--- src/rtl/riscv_irq_arbiter.sv ---
// Interrupt source arbiter: registers and pends the core's interrupt lines and presents
// one fixed-priority request with a stable ID to riscv_int_controller.
module riscv_irq_arbiter #(
  parameter bit          PULP_SECURE  = 1'b0,
  parameter bit          FAST_EDGE    = 1'b1,
  parameter logic [17:0] SECURE_LINES = 18'h0
) (
  input  logic        clk,
  input  logic        rst_n,
  input  logic        irq_software_i,
  input  logic        irq_timer_i,
  input  logic        irq_external_i,
  input  logic [14:0] irq_fast_i,
  input  logic        irq_nmi_i,
  input  logic [17:0] mie_i,
  output logic [17:0] mip_o,
  output logic        irq_o,
  output logic [4:0]  irq_id_o,
  output logic        irq_sec_o,
  input  logic        irq_ack_i,
  input  logic        irq_kill_i
);

  typedef enum logic [1:0] {IDLE, REQ, COOL} state_t;

  state_t      state;
  logic        sw_q, tmr_q, ext_q, nmi_q;
  logic [14:0] fast_q, fast_pend, fast_clr;
  logic        nmi_pend, nmi_clr;
  logic [17:0] pend, elig;
  logic        sel_valid, sel_nmi, sel_sec, still_elig;
  logic [4:0]  sel_id, sel_bit, lat_bit;
  logic        lat_nmi;

  assign pend  = {sw_q, tmr_q, ext_q, fast_pend};
  assign elig  = pend & mie_i;
  assign mip_o = pend;

  // Set terms come from the raw input against its registered copy, so a new edge
  // is visible in the pending register after the same edge that registers it.
  always_ff @(posedge clk or negedge rst_n) begin
    if (!rst_n) begin
      sw_q      <= 1'b0;
      tmr_q     <= 1'b0;
      ext_q     <= 1'b0;
      nmi_q     <= 1'b0;
      fast_q    <= '0;
      fast_pend <= '0;
      nmi_pend  <= 1'b0;
    end else begin
      sw_q     <= irq_software_i;
      tmr_q    <= irq_timer_i;
      ext_q    <= irq_external_i;
      nmi_q    <= irq_nmi_i;
      fast_q   <= irq_fast_i;
      nmi_pend <= (nmi_pend & ~nmi_clr) | (irq_nmi_i & ~nmi_q);
      if (FAST_EDGE)
        fast_pend <= (fast_pend & ~fast_clr) | (irq_fast_i & ~fast_q);
      else
        fast_pend <= irq_fast_i;
    end
  end

  always_comb begin
    sel_valid = 1'b0;
    sel_nmi   = 1'b0;
    sel_id    = '0;
    sel_bit   = '0;
    if (nmi_pend) begin
      sel_valid = 1'b1;
      sel_nmi   = 1'b1;
      sel_id    = 5'd31;
    end else if (|elig[14:0]) begin
      sel_valid = 1'b1;
      for (int unsigned i = 0; i < 15; i++) begin
        if (elig[i]) begin
          sel_id  = 5'(16 + i);
          sel_bit = 5'(i);
        end
      end
    end else if (elig[15]) begin
      sel_valid = 1'b1;
      sel_id    = 5'd11;
      sel_bit   = 5'd15;
    end else if (elig[17]) begin
      sel_valid = 1'b1;
      sel_id    = 5'd3;
      sel_bit   = 5'd17;
    end else if (elig[16]) begin
      sel_valid = 1'b1;
      sel_id    = 5'd7;
      sel_bit   = 5'd16;
    end
  end

  assign sel_sec    = PULP_SECURE && !sel_nmi && SECURE_LINES[sel_bit];
  assign still_elig = lat_nmi || elig[lat_bit];

  always_comb begin
    fast_clr = '0;
    nmi_clr  = 1'b0;
    if (state == REQ && irq_ack_i) begin
      if (lat_nmi)
        nmi_clr = 1'b1;
      else if (lat_bit < 5'd15)
        fast_clr[lat_bit[3:0]] = 1'b1;
    end
  end

  always_ff @(posedge clk or negedge rst_n) begin
    if (!rst_n) begin
      state     <= IDLE;
      irq_o     <= 1'b0;
      irq_id_o  <= '0;
      irq_sec_o <= 1'b0;
      lat_bit   <= '0;
      lat_nmi   <= 1'b0;
    end else begin
      case (state)
        IDLE: if (sel_valid) begin
          state     <= REQ;
          irq_o     <= 1'b1;
          irq_id_o  <= sel_id;
          irq_sec_o <= sel_sec;
          lat_bit   <= sel_bit;
          lat_nmi   <= sel_nmi;
        end
        REQ: if (irq_ack_i) begin
          state <= COOL;
          irq_o <= 1'b0;
        end else if (irq_kill_i || !still_elig) begin
          state <= IDLE;
          irq_o <= 1'b0;
        end
        COOL:    state <= IDLE;
        default: state <= IDLE;
      endcase
    end
  end

endmodule

--- config.mk ---
export PLATFORM = sky130hd
export DESIGN_NAME = riscv_irq_arbiter
export DESIGN_NICKNAME = d
export VERILOG_FILES = /design/src/rtl/riscv_irq_arbiter.sv
export SDC_FILE = /design/constraint.sdc
export NUM_CORES = 1
export LEC_CHECK = 0
export CAP_MARGIN = 20
export CORE_MARGIN = 2
export CORE_UTILIZATION = 40
export DETAILED_ROUTE_END_ITERATION = 6
export HOLD_SLACK_MARGIN = 0.12
export PLACE_DENSITY = 0.69
export SLEW_MARGIN = 20
export SYNTH_ARGS = -nofsm -noshare
export SYNTH_HDL_FRONTEND = slang
export SYNTH_SLANG_ARGS = --single-unit
--- constraint.sdc ---
create_clock -name clk -period 3.35 [get_ports clk]
set_input_delay 1.005 -clock clk [delete_from_list [all_inputs] [get_ports clk]]
set_output_delay 1.005 -clock clk [all_outputs]
set_load 0.02 [all_outputs]
### Yosys cells after proc, flatten, opt, wreduce, memory -nomap -nowiden

Cells that the tools add are included.

* bits in registers: 49
* output and inout port bits: 25

* order comparisons: 4
* eq/ne operators: 3
* multiplexer cells: 62
* bitwise operators: 11
* reduce and logical (&&, ||, !) cells: 11

Operator list (count)
* 5-bit 2-to-1 mux: 35
* 15-bit 2-to-1 mux: 3
* 15-bit bitwise AND: 2
* 15-bit NOT: 2
* 18-bit bitwise AND: 1
* 15-bit bitwise OR: 1
* 15-bit OR reduction: 1
* 1-bit 2-to-1 mux: 14
* 5-bit by 6-bit < comparator with 1-bit output, second input constant: 1
* 2-bit 2-to-1 mux: 3
* 3-bit 2-to-1 mux: 2
* 1-bit binary-select mux with 5-bit select: 1
* 4-bit by 5-bit < comparator with 1-bit output, second input constant: 1
* 5-bit by 4-bit < comparator with 1-bit output, second input constant: 1
* 1-bit demux with 4-bit select: 1
* 4-bit by 1-bit >= comparator with 1-bit output, second input constant: 1
* 4-bit 2-to-1 mux: 1
* 2-bit one-hot mux with 2 select lines: 1
* 2-bit AND reduction: 2
* 3-bit by 2-bit != test with 1-bit output, second input constant: 1
* 3-bit AND reduction: 1
* 1-bit bitwise AND: 2
* 2-bit by 1-bit equality test with 1-bit output, second input constant: 1
* 1-bit logical AND: 2
* 8 further kinds: 10

### Longest topological paths before layout

Gate-level depths: netlist of run 1.

* word-level depth: 18
* mapped depth: 6
* depth with buffers taken out: 5

### Least setup slack after synthesis of run 1

No wires, ideal clock.

* kind: input port to flip-flop
* from: input mie_i[14]
* to: register irq_id_o[2]
* data arrival time: 2.390 ns
* data required time: 3.227 ns
* path slack: 0.837 ns
* stages: 6
* cells stage by stage: a222oi_1 > nand3_2 > or2_1 > buf_6 > o32a_1 > o221a_1

* cells in the longest elaborated chain, start to end: 5

RTL lines
* start: declaration: RTL line 15 `input logic [17:0] mie_i,`
* 18-bit bitwise AND (*): RTL line 36 `assign elig = pend & mie_i;`
* 15-bit OR reduction: RTL line 73 `end else if (|elig[14:0]) begin`
* 1-bit 2-to-1 mux: RTL line 73
* 1-bit 2-to-1 mux: RTL line 69 `if (nmi_pend) begin`
* 2-bit AND reduction (no source line)
* end signal: assignment: RTL line 123 `irq_id_o <= sel_id;`
* end: declaration: RTL line 18 `output logic [4:0] irq_id_o,`

Mark *: on every way between the ends. The rest lies on a longest branch, timed or not.
A chain may end at the register's enable or synchronous reset.

### Worst setup path after layout of run 1

Same ends and word-level chain as after synthesis.

==> metrics.log, run 1 <==
[metrics] remaining number of nets flagged by the antenna check after routing: 0
[metrics] worst-path maximum fanout: 7
[metrics] share of synthesized flip-flops with an asynchronous set or reset: 1.000
[metrics] Post-Synthesis Net Count: 270
[metrics] setup TNS: 0 ns
[metrics] number of vias in the routed layout: 1,996
[metrics] Static Leakage: 1.296 nW
[metrics] post-cts sizing count: 0
[metrics] commonest cells after routing, fill and taps aside: clkdlybuf4s50_1 (63), dfrtp_1 (49), nand2_1 (38)
[metrics] maximum number of buffers from clock root to sink: 2
[metrics] Clk Tree Root Cell: clkbuf_8
[metrics] largest cells by area after synthesis: dfrtp_1 (53%), nand2_1 (6.1%), a22o_1 (5.3%)
[metrics] count of final setup violators: 0
[metrics] number of different library cells in the post-synthesis netlist: between 40 and 50
[metrics] standard-cell rows: 27
[metrics] DR DRC count: 0
[metrics] Filler Cell Count: approximately 520
[metrics] number of top-level pins: 66
[metrics] All-Layer GR Usage: 0.1891
[metrics] fraction of post-synthesis cell area in the top cell type by area: 0.5277
[metrics] setup repair after global routing missed its margin: false
[metrics] Yosys warning total: 0
[metrics] post-DR wirelength/cell: between 15 and 20 µm
[metrics] startpoint-to-endpoint class of the critical path: in2reg
[metrics] global-route wire length before repair: 9211 µm
[metrics] worst hold-check path type: reg2reg
[metrics] setup clock skew after layout: 0.01087 ns
[metrics] normalized max-slew margin: 0.5950
[metrics] Worst EP arrival: approximately 3.0 ns
[metrics] synthesized area per cell: slightly above 10 µm²
[metrics] post-synthesis sequential area ratio: 0.5277
[metrics] Final Net Count: 330
[metrics] Mapped Area: ~2300 µm²
[metrics] cells after synthesis: around 230
[metrics] initial antenna violation count: 0
[metrics] overflow left after global routing: 0
[metrics] flip-flop and latch count after synthesis: 49
[metrics] post-route clock period utilization: 0.8369
[metrics] first drt pass iteration count: 4
[metrics] Post-CTS Repair Setup Buffers: 0
[metrics] Reg clk slew, reported paths: 0.09 ns
[metrics] fraction of final layout cells with drive strength greater than 1: 0.05517
[metrics] via count normalized by instance count: approximately 5.5
[metrics] maximum VDD drop: between 200 and 300 µV
[metrics] most frequent standard cell in the layout excluding fill and tap cells: clkdlybuf4s50_1
[metrics] CTS Sinks: roughly 50
[metrics] run status: finished clean
[metrics] wirelength, routed: between 5000 and 6000 µm
[metrics] maximum level of the CTS H-tree: 2
[metrics] Total Die Area: roughly 6400 µm²
[metrics] count of input and output buffers: 64
[metrics] number of design-rule violations left by the first detailed-router iteration: about 140
[metrics] global placer's final weighted congestion: 0.8715
[metrics] die outline height: about 80 µm
[metrics] fin crit period: approximately 2.8 ns
[metrics] Core Footprint: between 5000 and 6000 µm²
[metrics] estimated wirelength of the detail-placed design: 4351 µm
[metrics] largest net degree at the start of global routing: 29
[metrics] n_diodes: 0
[metrics] CP Launch Type: input port
[metrics] count of flip-flops with a built-in enable after synthesis: 0
[metrics] fmax: roughly 360 MHz
[metrics] number of buffers inserted by hold repair at cts: 0
[metrics] number of global-route vias before repair: between 1,500 and 2,000
[metrics] post-synthesis to final-layout area growth: 32.20%
[metrics] Worst Path Required: roughly 3.6 ns
[metrics] Worst Tran Pin Value: around 0.61 ns
[metrics] Clock Latency Late Sink: a little over 0.3 ns
[metrics] number of max-slew violations in the final report: 0
[metrics] share of the core filled with cells in the final layout: 0.5511
[metrics] CTS tree: built
[metrics] width of the die: 80.22 µm
[metrics] number of violations of the max-capacitance limit: 0
[metrics] endpoints failing hold: 0
[metrics] Starting Density: 0.4168
[metrics] largest area contributor in the netlist: dfrtp_1
[metrics] kind of capture point of the worst setup path: flop
[metrics] power per cell area: roughly 550 nW/µm²
[metrics] CTS buffer count: 5
[metrics] prevailing post-synth register cell: dfrtp_1
power breakdown:
group          total (W)  internal, W  switching (W)
Combinational   0.000553     0.000277       0.000275
Sequential      0.000811     0.000679       0.000132
Clock           0.000339     0.000145       0.000194
Total            0.00170      0.00110       0.000602
metal layers:
layer / share of wire / routed length (µm) / global-route usage / vias to the layer above
li1: - / - / - / 945
met1: 0.47 / 2714 / 0.2760 / 977
met2: 0.45 / 2551 / 0.2808 / 69
met3: 0.066 / 377 / 0.03371 / 5
met4: 0.013 / 72 / 0.06949 / 0
met5: 0 / 0 / 0 / -
state kept, by name, indices dropped and copies added, names as in the netlist:
register	flops
irq_o	1
fast_q	15
lat_nmi	1
nmi_pend	1
lat_bit	5
ext_q	1
fast_pend	15
sw_q	1
irq_id_o	5
tmr_q	1
state	2
nmi_q	1
cells in the mapped netlist (all sizes together) (2+ instances only):
library cell	number
a22oi	7
nand3	6
and3	2
o21bai	2
inv	21
a22o	14
clkbuf	7
nand3b	3
nor2b	2
or3	2
mux4	4
nand2b	3
a21oi	6
o21ai	14
buf	5
o31ai	4
nand2	38
nor3	3
nor2	9
or2	2
a31oi	2
a211oi	2
dfrtp	49
o41ai	4
o32a	4
worst max-delay path, stage by stage:
cell             delay, ns
clkdlybuf4s50_1       0.45
a222oi_1              0.45
nand3_2               0.18
or2_1                 0.36
o32a_1                0.32
o221a_1               0.24
path summary, 6_finish.rpt:
| check | start | end | slack [ns] | cells past startpoint |
|---|---|---|---|---|
| hold reg to reg | fast_q[12]$_DFF_PN0_ | fast_pend[12]$_DFF_PN0_ | 0.42 | 1 |
| setup / recovery | mie_i[14] | irq_id_o[2]$_DFFE_PN0P_ | 0.55 | 6 |
| setup reg to reg | fast_pend[14]$_DFF_PN0_ | irq_id_o[2]$_DFFE_PN0P_ | 1.26 | 5 |
| max in group asynchronous | rst_n | fast_pend[13]$_DFF_PN0_ | 1.94 | 2 |
| min in group asynchronous | rst_n | fast_pend[9]$_DFF_PN0_ | 0.70 | 1 |
| hold / removal | fast_q[12]$_DFF_PN0_ | fast_pend[12]$_DFF_PN0_ | 0.42 | 1 |
area by class of cell:
type / count / area (µm²) / share of cell area
sequential: 49 / 1226 / 0.3992
clock inverter: 2 / 10.01 / 0.003259
inverter: 21 / 78.83 / 0.02566
timing repair buffer: 65 / 643.1 / 0.2094
multi-input combinational: 147 / 950.9 / 0.3096
clock buffer: 6 / 72.57 / 0.02363
tap: 72 / 90.09 / 0.02933
kinds of logic after synthesis:
| group | share of synthesized area |
|---|---|
| buffers and inverters | 0.06301 |
| AO/OA/AOI/OAI | 0.2170 |
| multiplexers | 0.04793 |
| AND/OR/NAND/NOR | 0.1427 |
| other | 0.001614 |
| flip-flops | 0.5277 |
metrics by stage:
stage,std cells,hold slack [ns],area [µm²],setup slack (ns),total power (W)
2_1_floorplan,229,0.3996,2323,0.8373,0.001160
3_3_place_gp,354,0.4025,2989,0.2945,0.001370
3_5_place_dp,354,0.4124,2989,0.2454,0.001371
4_1_cts,362,0.4239,3072,0.5650,0.001711
5_1_grt,362,0.4389,3072,0.4370,0.001810
6_report,362,0.4182,3072,0.5465,0.001703
Power figures use the tool's default switching activity.
==> inputs of run 2 (changes only) <==
- clock period: 3.35 -> 2.8 ns (I/O delays scaled with it)
==> run 2 against run 1 <==
Against the previous run:
- via count increased by 1.6%
- critical path depth increased by 1
- sequential cell count unchanged
- worst setup slack got worse by 0.33 ns
- clock skew about the same
- register-to-register slack got worse by 0.49 ns
- sequential power increased by 19%
- count of clock-buffer cells in the layout unchanged
- sequential share of layout area decreased by 1.2 points
- critical path type unchanged
- critical endpoint is now irq_id_o[1]$_DFFE_PN0P_
- largest power group unchanged
==> metrics.log, run 2 (synthesized netlist as in run 1, its figures left out) <==
[metrics] global placer's final weighted congestion: 0.9013 (was 0.8715)
[metrics] maximum level of the CTS H-tree: 2 (unchanged)
[metrics] n_diodes: 0 (unchanged)
[metrics] minimum hold slack: 0.4191 ns (was 0.4182 ns)
[metrics] number of vias in the routed layout: 2,027 (was 1,996)
[metrics] Core Footprint: 5574 µm² (unchanged)
[metrics] first drt pass iteration count: 4 (unchanged)
[metrics] count of input and output buffers: 64 (unchanged)
[metrics] DR DRC count: 0 (unchanged)
[metrics] run status: finished clean (unchanged)
[metrics] number of max-slew violations in the final report: 0 (unchanged)
[metrics] maximum number of buffers from clock root to sink: 2 (unchanged)
[metrics] global-route wire length before repair: 9722 µm (was 9211 µm)
[metrics] count of final setup violators: 0 (unchanged)
[metrics] CTS Sinks: 49 (unchanged)
[metrics] fraction of final layout cells with drive strength greater than 1: 0.08970 (was 0.05517)
[metrics] kind of cell adding the most delay to the critical path: compound AO/OA/AOI/OAI gates (unchanged)
[metrics] CP cell instances: clkdlybuf4s50_1 -> a222oi_1 -> nand3_2 -> buf_4 -> nor2_1 -> a31oi_1 -> o22a_1 (was clkdlybuf4s50_1 -> a222oi_1 -> nand3_2 -> or2_1 -> o32a_1 -> o221a_1)
[metrics] setup ws final: 0.2198 ns (was 0.5465 ns)
[metrics] Endpoint, Worst Hold: fast_pend[11]$_DFF_PN0_ (was fast_pend[12]$_DFF_PN0_)
[metrics] cell count of the worst reg-to-reg path: 6 (was 5)
[metrics] fmax: around 390 MHz
[metrics] delay of the slowest cell on the worst path: 0.46 ns (was 0.45 ns)
[metrics] Worst Path Required: 3.00 ns (was 3.55 ns)
[metrics] endpoints failing hold: 0 (unchanged)
[metrics] CTS tree: built (unchanged)
[metrics] post-cts sizing count: 0 (unchanged)
[metrics] overflow left after global routing: 0 (unchanged)
[metrics] post-placement worst setup slack: -0.03573 ns (was 0.2454 ns)
[metrics] kind of capture point of the worst setup path: flop (unchanged)
[metrics] placed cell count: 365 (was 354)
[metrics] CP Launch Type: input port (unchanged)
[metrics] Final Net Count: 341 (was 330)
[metrics] startpoint-to-endpoint class of the critical path: in2reg (unchanged)
[metrics] Total Die Area: 6434 µm² (unchanged)
[metrics] Min-Delay Startpoint: fast_q[11]$_DFF_PN0_ (was fast_q[12]$_DFF_PN0_)
[metrics] Worst EP arrival: 2.78 ns (was 3.00 ns)
[metrics] setup TNS: 0 ns (unchanged)
[metrics] CTS buffer count: 5 (unchanged)
[metrics] Starting Density: 0.4168 (unchanged)
[metrics] width of the die: 80.22 µm (unchanged)
[metrics] Static Leakage: 1.351 nW (was 1.296 nW)
[metrics] standard cell with the maximum stage delay on the critical path: a222oi_1 (was clkdlybuf4s50_1)
[metrics] initial antenna violation count: 0 (unchanged)
[metrics] number of cells traversed by the worst hold path: 1 (unchanged)
[metrics] wirelength, routed: 5817 µm (was 5715 µm)
[metrics] most frequent standard cell in the layout excluding fill and tap cells: clkdlybuf4s50_1 (unchanged)
[metrics] All-Layer GR Usage: 0.1964 (was 0.1891)
[metrics] largest net degree at the start of global routing: 27 (was 29)
[metrics] post-DR wirelength/cell: 15.60 µm (was 15.79 µm)
[metrics] biggest regs: fast_pend (15), fast_q (15) (unchanged)
[metrics] worst hold-check path type: reg2reg (unchanged)
[metrics] FF-to-FF Start: fast_pend[14]$_DFF_PN0_ (unchanged)
[metrics] Worst Tran Pin Value: 0.5496 ns (was 0.6075 ns)
[metrics] Post-CTS Repair Setup Buffers: 0 (unchanged)
[metrics] Clk Tree Root Cell: clkbuf_8 (unchanged)
[metrics] Worst R2R Setup Slack: 0.77 ns (was 1.26 ns)
[metrics] normalized max-slew margin: 0.6336 (was 0.5950)
[metrics] power per cell area: 651.6 nW/µm² (was 554.5 nW/µm²)
[metrics] number of buffers inserted by hold repair at cts: 0 (unchanged)
[metrics] total buffers and inverters traversed by the critical path: 2 (was 1)
[metrics] die outline height: 80.22 µm (unchanged)
[metrics] capture instance of the worst register-to-register path: irq_id_o[1]$_DFFE_PN0P_ (was irq_id_o[2]$_DFFE_PN0P_)
[metrics] fin crit period: ~2.6 ns
[metrics] standard-cell rows: 27 (unchanged)
[metrics] post-route clock period utilization: 0.9215
[metrics] number of violations of the max-capacitance limit: 0 (unchanged)
[metrics] post-synthesis to final-layout area growth: 36.30% (was 32.20%)
[metrics] number of global-route vias before repair: 2,032 (was 1,905)
[metrics] maximum VDD drop: 335.4 µV (was 285.4 µV)
[metrics] setup clock skew after layout: 0.01113 ns (was 0.01087 ns)
[metrics] final cell count without fillers: 373 (was 362)
[metrics] remaining number of nets flagged by the antenna check after routing: 0 (unchanged)
[metrics] number of top-level pins: 66 (unchanged)
[metrics] estimated wirelength of the detail-placed design: 4465 µm (was 4351 µm)
[metrics] Reg clk slew, reported paths: 0.09 ns (about the same)
[metrics] Clock Latency Late Sink: 0.30 ns (was 0.31 ns)
[metrics] setup repair after global routing missed its margin: false (unchanged)
[metrics] total power after layout: 0.002064 W (was 0.001703 W)
[metrics] worst-path maximum fanout: 5 (was 7)
[metrics] commonest cells after routing, fill and taps aside: clkdlybuf4s50_1 (63), dfrtp_1 (49), nand2_1 (38) (unchanged)
[metrics] number of design-rule violations left by the first detailed-router iteration: 160 (was 136)
[metrics] via count normalized by instance count: 5.434 (was 5.514)
[run 2: cell types whose count changed in the layout (fill, tap and decap cells not counted)]
cell and change:
buf_4 +10, buf_12 +1
[run 2: how the worst max path moves through the flow]
stage / start / to / slack [ns] / cells past startpoint
floorplan: mie_i[14] / irq_id_o[2]$_DFFE_PN0P_ / 0.45 / 6
global placement: mie_i[14] / irq_id_o[1]$_DFFE_PN0P_ / 0.02 / 7
detailed placement: mie_i[14] / irq_id_o[1]$_DFFE_PN0P_ / -0.04 / 7
CTS: mie_i[14] / irq_id_o[1]$_DFFE_PN0P_ / 0.25 / 7
global route: mie_i[14] / irq_id_o[1]$_DFFE_PN0P_ / 0.09 / 7
finish: mie_i[14] / irq_id_o[1]$_DFFE_PN0P_ / 0.22 / 7
[run 2: metrics by stage]
step           cell area (µm²)    util
2_1_floorplan             2323       -
3_3_place_gp              3084  0.5533
3_5_place_dp              3084  0.5533
4_1_cts                   3167  0.5681
5_1_grt                   3167  0.5681
6_report                  3167  0.5681
[run 2: final cells by class]
type / count / area [µm²]
flip-flops and latches: 49 / 1226
repair buffers: 76 / 738.2
clock buffers: 6 / 72.57
multi-input cells: 147 / 950.9
inverters: 21 / 78.83
clock inverters: 2 / 10.01
fillers: 505 / 2407
well taps: 72 / 90.09
[run 2: metal layers]
layer,global-route usage,wire length [µm],vias to the layer above
met5,0,0,-
met2,0.3025,2646,77
li1,-,-,966
met1,0.2698,2700,975
met4,0.07627,109,0
met3,0.04382,360,9
[run 2: where the power goes]
| part | internal (W) | leakage, nW | switching [W] |
|---|---|---|---|
| Clock | 0.000174 | 0.0450 | 0.000235 |
| Combinational | 0.000346 | 0.782 | 0.000339 |
| Sequential | 0.000812 | 0.524 | 0.000157 |
==> inputs of run 3 (changes only) <==
- clock period: 2.8 -> 2.6 ns (I/O delays scaled with it)
==> run 3 against run 2 <==
Against the previous run:
- clock power increased by 10%
- sequential share of layout area decreased by 1.1 points
- count of clock-buffer cells in the layout increased by 1
- core utilization increased by 1.7 points
- register-to-register slack got worse by 0.09 ns
- first-iteration DRC count decreased by 5.6%
- sequential cell count unchanged
- global-route usage decreased by 0.19 points
- power increased by 11%
- sequential power increased by 6%
- cell area increased by 3.0%
- critical endpoint is now irq_id_o[2]$_DFFE_PN0P_
- largest cell class unchanged
==> metrics.log, run 3 (synthesized netlist as in run 1, its figures left out) <==
[metrics] maximum level of the CTS H-tree: 2 (unchanged)
[metrics] Worst Tran Pin Value: 0.5904 ns (was 0.5496 ns)
[metrics] remaining number of nets flagged by the antenna check after routing: 0 (unchanged)
[metrics] Worst EP arrival: 2.58 ns (was 2.78 ns)
[metrics] setup clock skew after layout: 0.006932 ns (was 0.01113 ns)
[metrics] run status: finished clean (unchanged)
[metrics] total buffers and inverters traversed by the critical path: 2 (unchanged)
[metrics] total placed instance area: 3174 µm² (was 3084 µm²)
[metrics] n_diodes: 0 (unchanged)
[metrics] overflow left after global routing: 0 (unchanged)
[metrics] CTS buffer count: 5 (unchanged)
[metrics] die outline height: 80.22 µm (unchanged)
[metrics] largest net degree at the start of global routing: 26 (was 27)
[metrics] setup repair after global routing missed its margin: false (unchanged)
[metrics] post-DR wirelength/cell: 15.38 µm (was 15.60 µm)
[metrics] number of top-level pins: 66 (unchanged)
[metrics] CP cell instances: clkdlybuf4s50_1 -> a222oi_1 -> buf_4 -> nand3_2 -> or2_1 -> o32a_1 -> o221a_1 (was clkdlybuf4s50_1 -> a222oi_1 -> nand3_2 -> buf_4 -> nor2_1 -> a31oi_1 -> o22a_1)
[metrics] number of violations of the max-capacitance limit: 0 (unchanged)
[metrics] estimated wirelength of the detail-placed design: 4535 µm (was 4465 µm)
[metrics] CTS tree: built (unchanged)
[metrics] worst-path maximum fanout: 3 (was 5)
[metrics] kind of cell adding the most delay to the critical path: compound AO/OA/AOI/OAI gates (unchanged)
[metrics] fin crit period: roughly 2.4 ns
[metrics] post-route clock period utilization: 0.9202
[metrics] Finished Cell Area: 3261 µm² (was 3167 µm²)
[metrics] fmax: ~420 MHz
[metrics] Starting Density: 0.4168 (unchanged)
[metrics] placed cell count: 377 (was 365)
[metrics] first drt pass iteration count: 4 (unchanged)
[metrics] via count normalized by instance count: 5.359 (was 5.434)
[metrics] post-cts sizing count: 0 (unchanged)
[metrics] number of vias in the routed layout: 2,058 (was 2,027)
[metrics] startpoint-to-endpoint class of the critical path: in2reg (unchanged)
[metrics] Worst Path Required: 2.79 ns (was 3.00 ns)
[metrics] count of final setup violators: 0 (unchanged)
[metrics] maximum VDD drop: 382.9 µV (was 335.4 µV)
[metrics] number of max-slew violations in the final report: 0 (unchanged)
[metrics] All-Layer GR Usage: 0.1946 (was 0.1964)
[metrics] post-synthesis to final-layout area growth: 40.33% (was 36.30%)
[metrics] count of input and output buffers: 64 (unchanged)
[metrics] delay of the slowest cell on the worst path: 0.43 ns (was 0.46 ns)
[metrics] Post-CTS Repair Setup Buffers: 0 (unchanged)
[metrics] worst hold-check path type: reg2reg (unchanged)
[metrics] number of global-route vias before repair: 2,013 (was 2,032)
[metrics] Total Die Area: 6434 µm² (unchanged)
[metrics] power per cell area: 701.2 nW/µm² (was 651.6 nW/µm²)
[metrics] number of design-rule violations left by the first detailed-router iteration: 151 (was 160)
[metrics] standard-cell rows: 27 (unchanged)
[metrics] global placer's final weighted congestion: 0.9289 (was 0.9013)
[metrics] Reg clk slew, reported paths: 0.09 ns (about the same)
[metrics] fraction of final layout cells with drive strength greater than 1: 0.1218 (was 0.08970)
[metrics] DR DRC count: 0 (unchanged)
[metrics] maximum number of buffers from clock root to sink: 2 (unchanged)
[metrics] commonest cells after routing, fill and taps aside: clkdlybuf4s50_1 (63), dfrtp_1 (49), nand2_1 (38) (unchanged)
[metrics] global-route wire length before repair: 9480 µm (was 9722 µm)
[metrics] CTS Sinks: 49 (unchanged)
[metrics] wirelength, routed: 5906 µm (was 5817 µm)
[metrics] Static Leakage: 1.410 nW (was 1.351 nW)
[metrics] Final Net Count: 353 (was 341)
[metrics] Clock Latency Late Sink: 0.30 ns (about the same)
[metrics] Clk Tree Root Cell: clkbuf_8 (unchanged)
[metrics] number of buffers inserted by hold repair at cts: 0 (unchanged)
[metrics] normalized max-slew margin: 0.6064 (was 0.6336)
[metrics] endpoints failing hold: 0 (unchanged)
[metrics] Core Footprint: 5574 µm² (unchanged)
[metrics] initial antenna violation count: 0 (unchanged)
[metrics] minimum hold slack: 0.4272 ns (was 0.4191 ns)
[metrics] kind of capture point of the worst setup path: flop (unchanged)
[metrics] width of the die: 80.22 µm (unchanged)
[metrics] biggest regs: fast_pend (15), fast_q (15) (unchanged)
[metrics] standard cell with the maximum stage delay on the critical path: clkdlybuf4s50_1 (was a222oi_1)
[metrics] final cell count without fillers: 384 (was 373)
[metrics] most frequent standard cell in the layout excluding fill and tap cells: clkdlybuf4s50_1 (unchanged)
[metrics] CP Launch Type: input port (unchanged)
==> run 3: area by class of cell <==
class                      instances  area (µm²)
inverter                          21       78.83
timing repair buffer              88       828.3
multi-input combinational        147       950.9
tap                               72       90.09
sequential                        49        1226
fill                             466        2313
clock buffer                       7       86.33
==> run 3: metrics by stage <==
step	setup TNS [ns]	setup slack (ns)	util	power, W
after floorplan	0	0.3123	-	0.001494
after global placement	-0.5736	-0.1033	0.5695	0.001840
after detailed placement	-0.4027	-0.1047	0.5695	0.001848
after CTS	0	0.2204	0.5850	0.002307
after global routing	0	0.1088	0.5850	0.002435
final	0	0.2074	0.5850	0.002286
==> run 3: per-layer routing <==
layer  part of all wire  vias up  routed length (µm)  track usage
met3              0.065        5                 381      0.03596
met2               0.46       75                2712       0.2992
li1                   -      987                   -            -
met1               0.46      991                2737       0.2723
met5                  0        -                   0            0
met4              0.013        0                  76      0.07458
==> run 3: power by group <==
group	internal, W	leakage (nW)	switching, W
sequential	0.000875	0.524	0.000154
combinational	0.000413	0.842	0.000394
clock	0.000212	0.0443	0.000239
==> run 3: path summary, 6_finish.rpt <==
path | startpoint | to | slack [ns] | depth (start not counted)
setup / recovery | mie_i[14] | irq_id_o[2]$_DFFE_PN0P_ | 0.21 | 7
hold / removal | fast_q[14]$_DFF_PN0_ | fast_pend[14]$_DFF_PN0_ | 0.43 | 1
setup reg to reg | fast_pend[14]$_DFF_PN0_ | irq_id_o[2]$_DFFE_PN0P_ | 0.68 | 6
hold reg to reg | fast_q[14]$_DFF_PN0_ | fast_pend[14]$_DFF_PN0_ | 0.43 | 1
max in group asynchronous | rst_n | state[1]$_DFFE_PN0P_ | 1.59 | 2
min in group asynchronous | rst_n | fast_q[11]$_DFF_PN0_ | 0.48 | 1
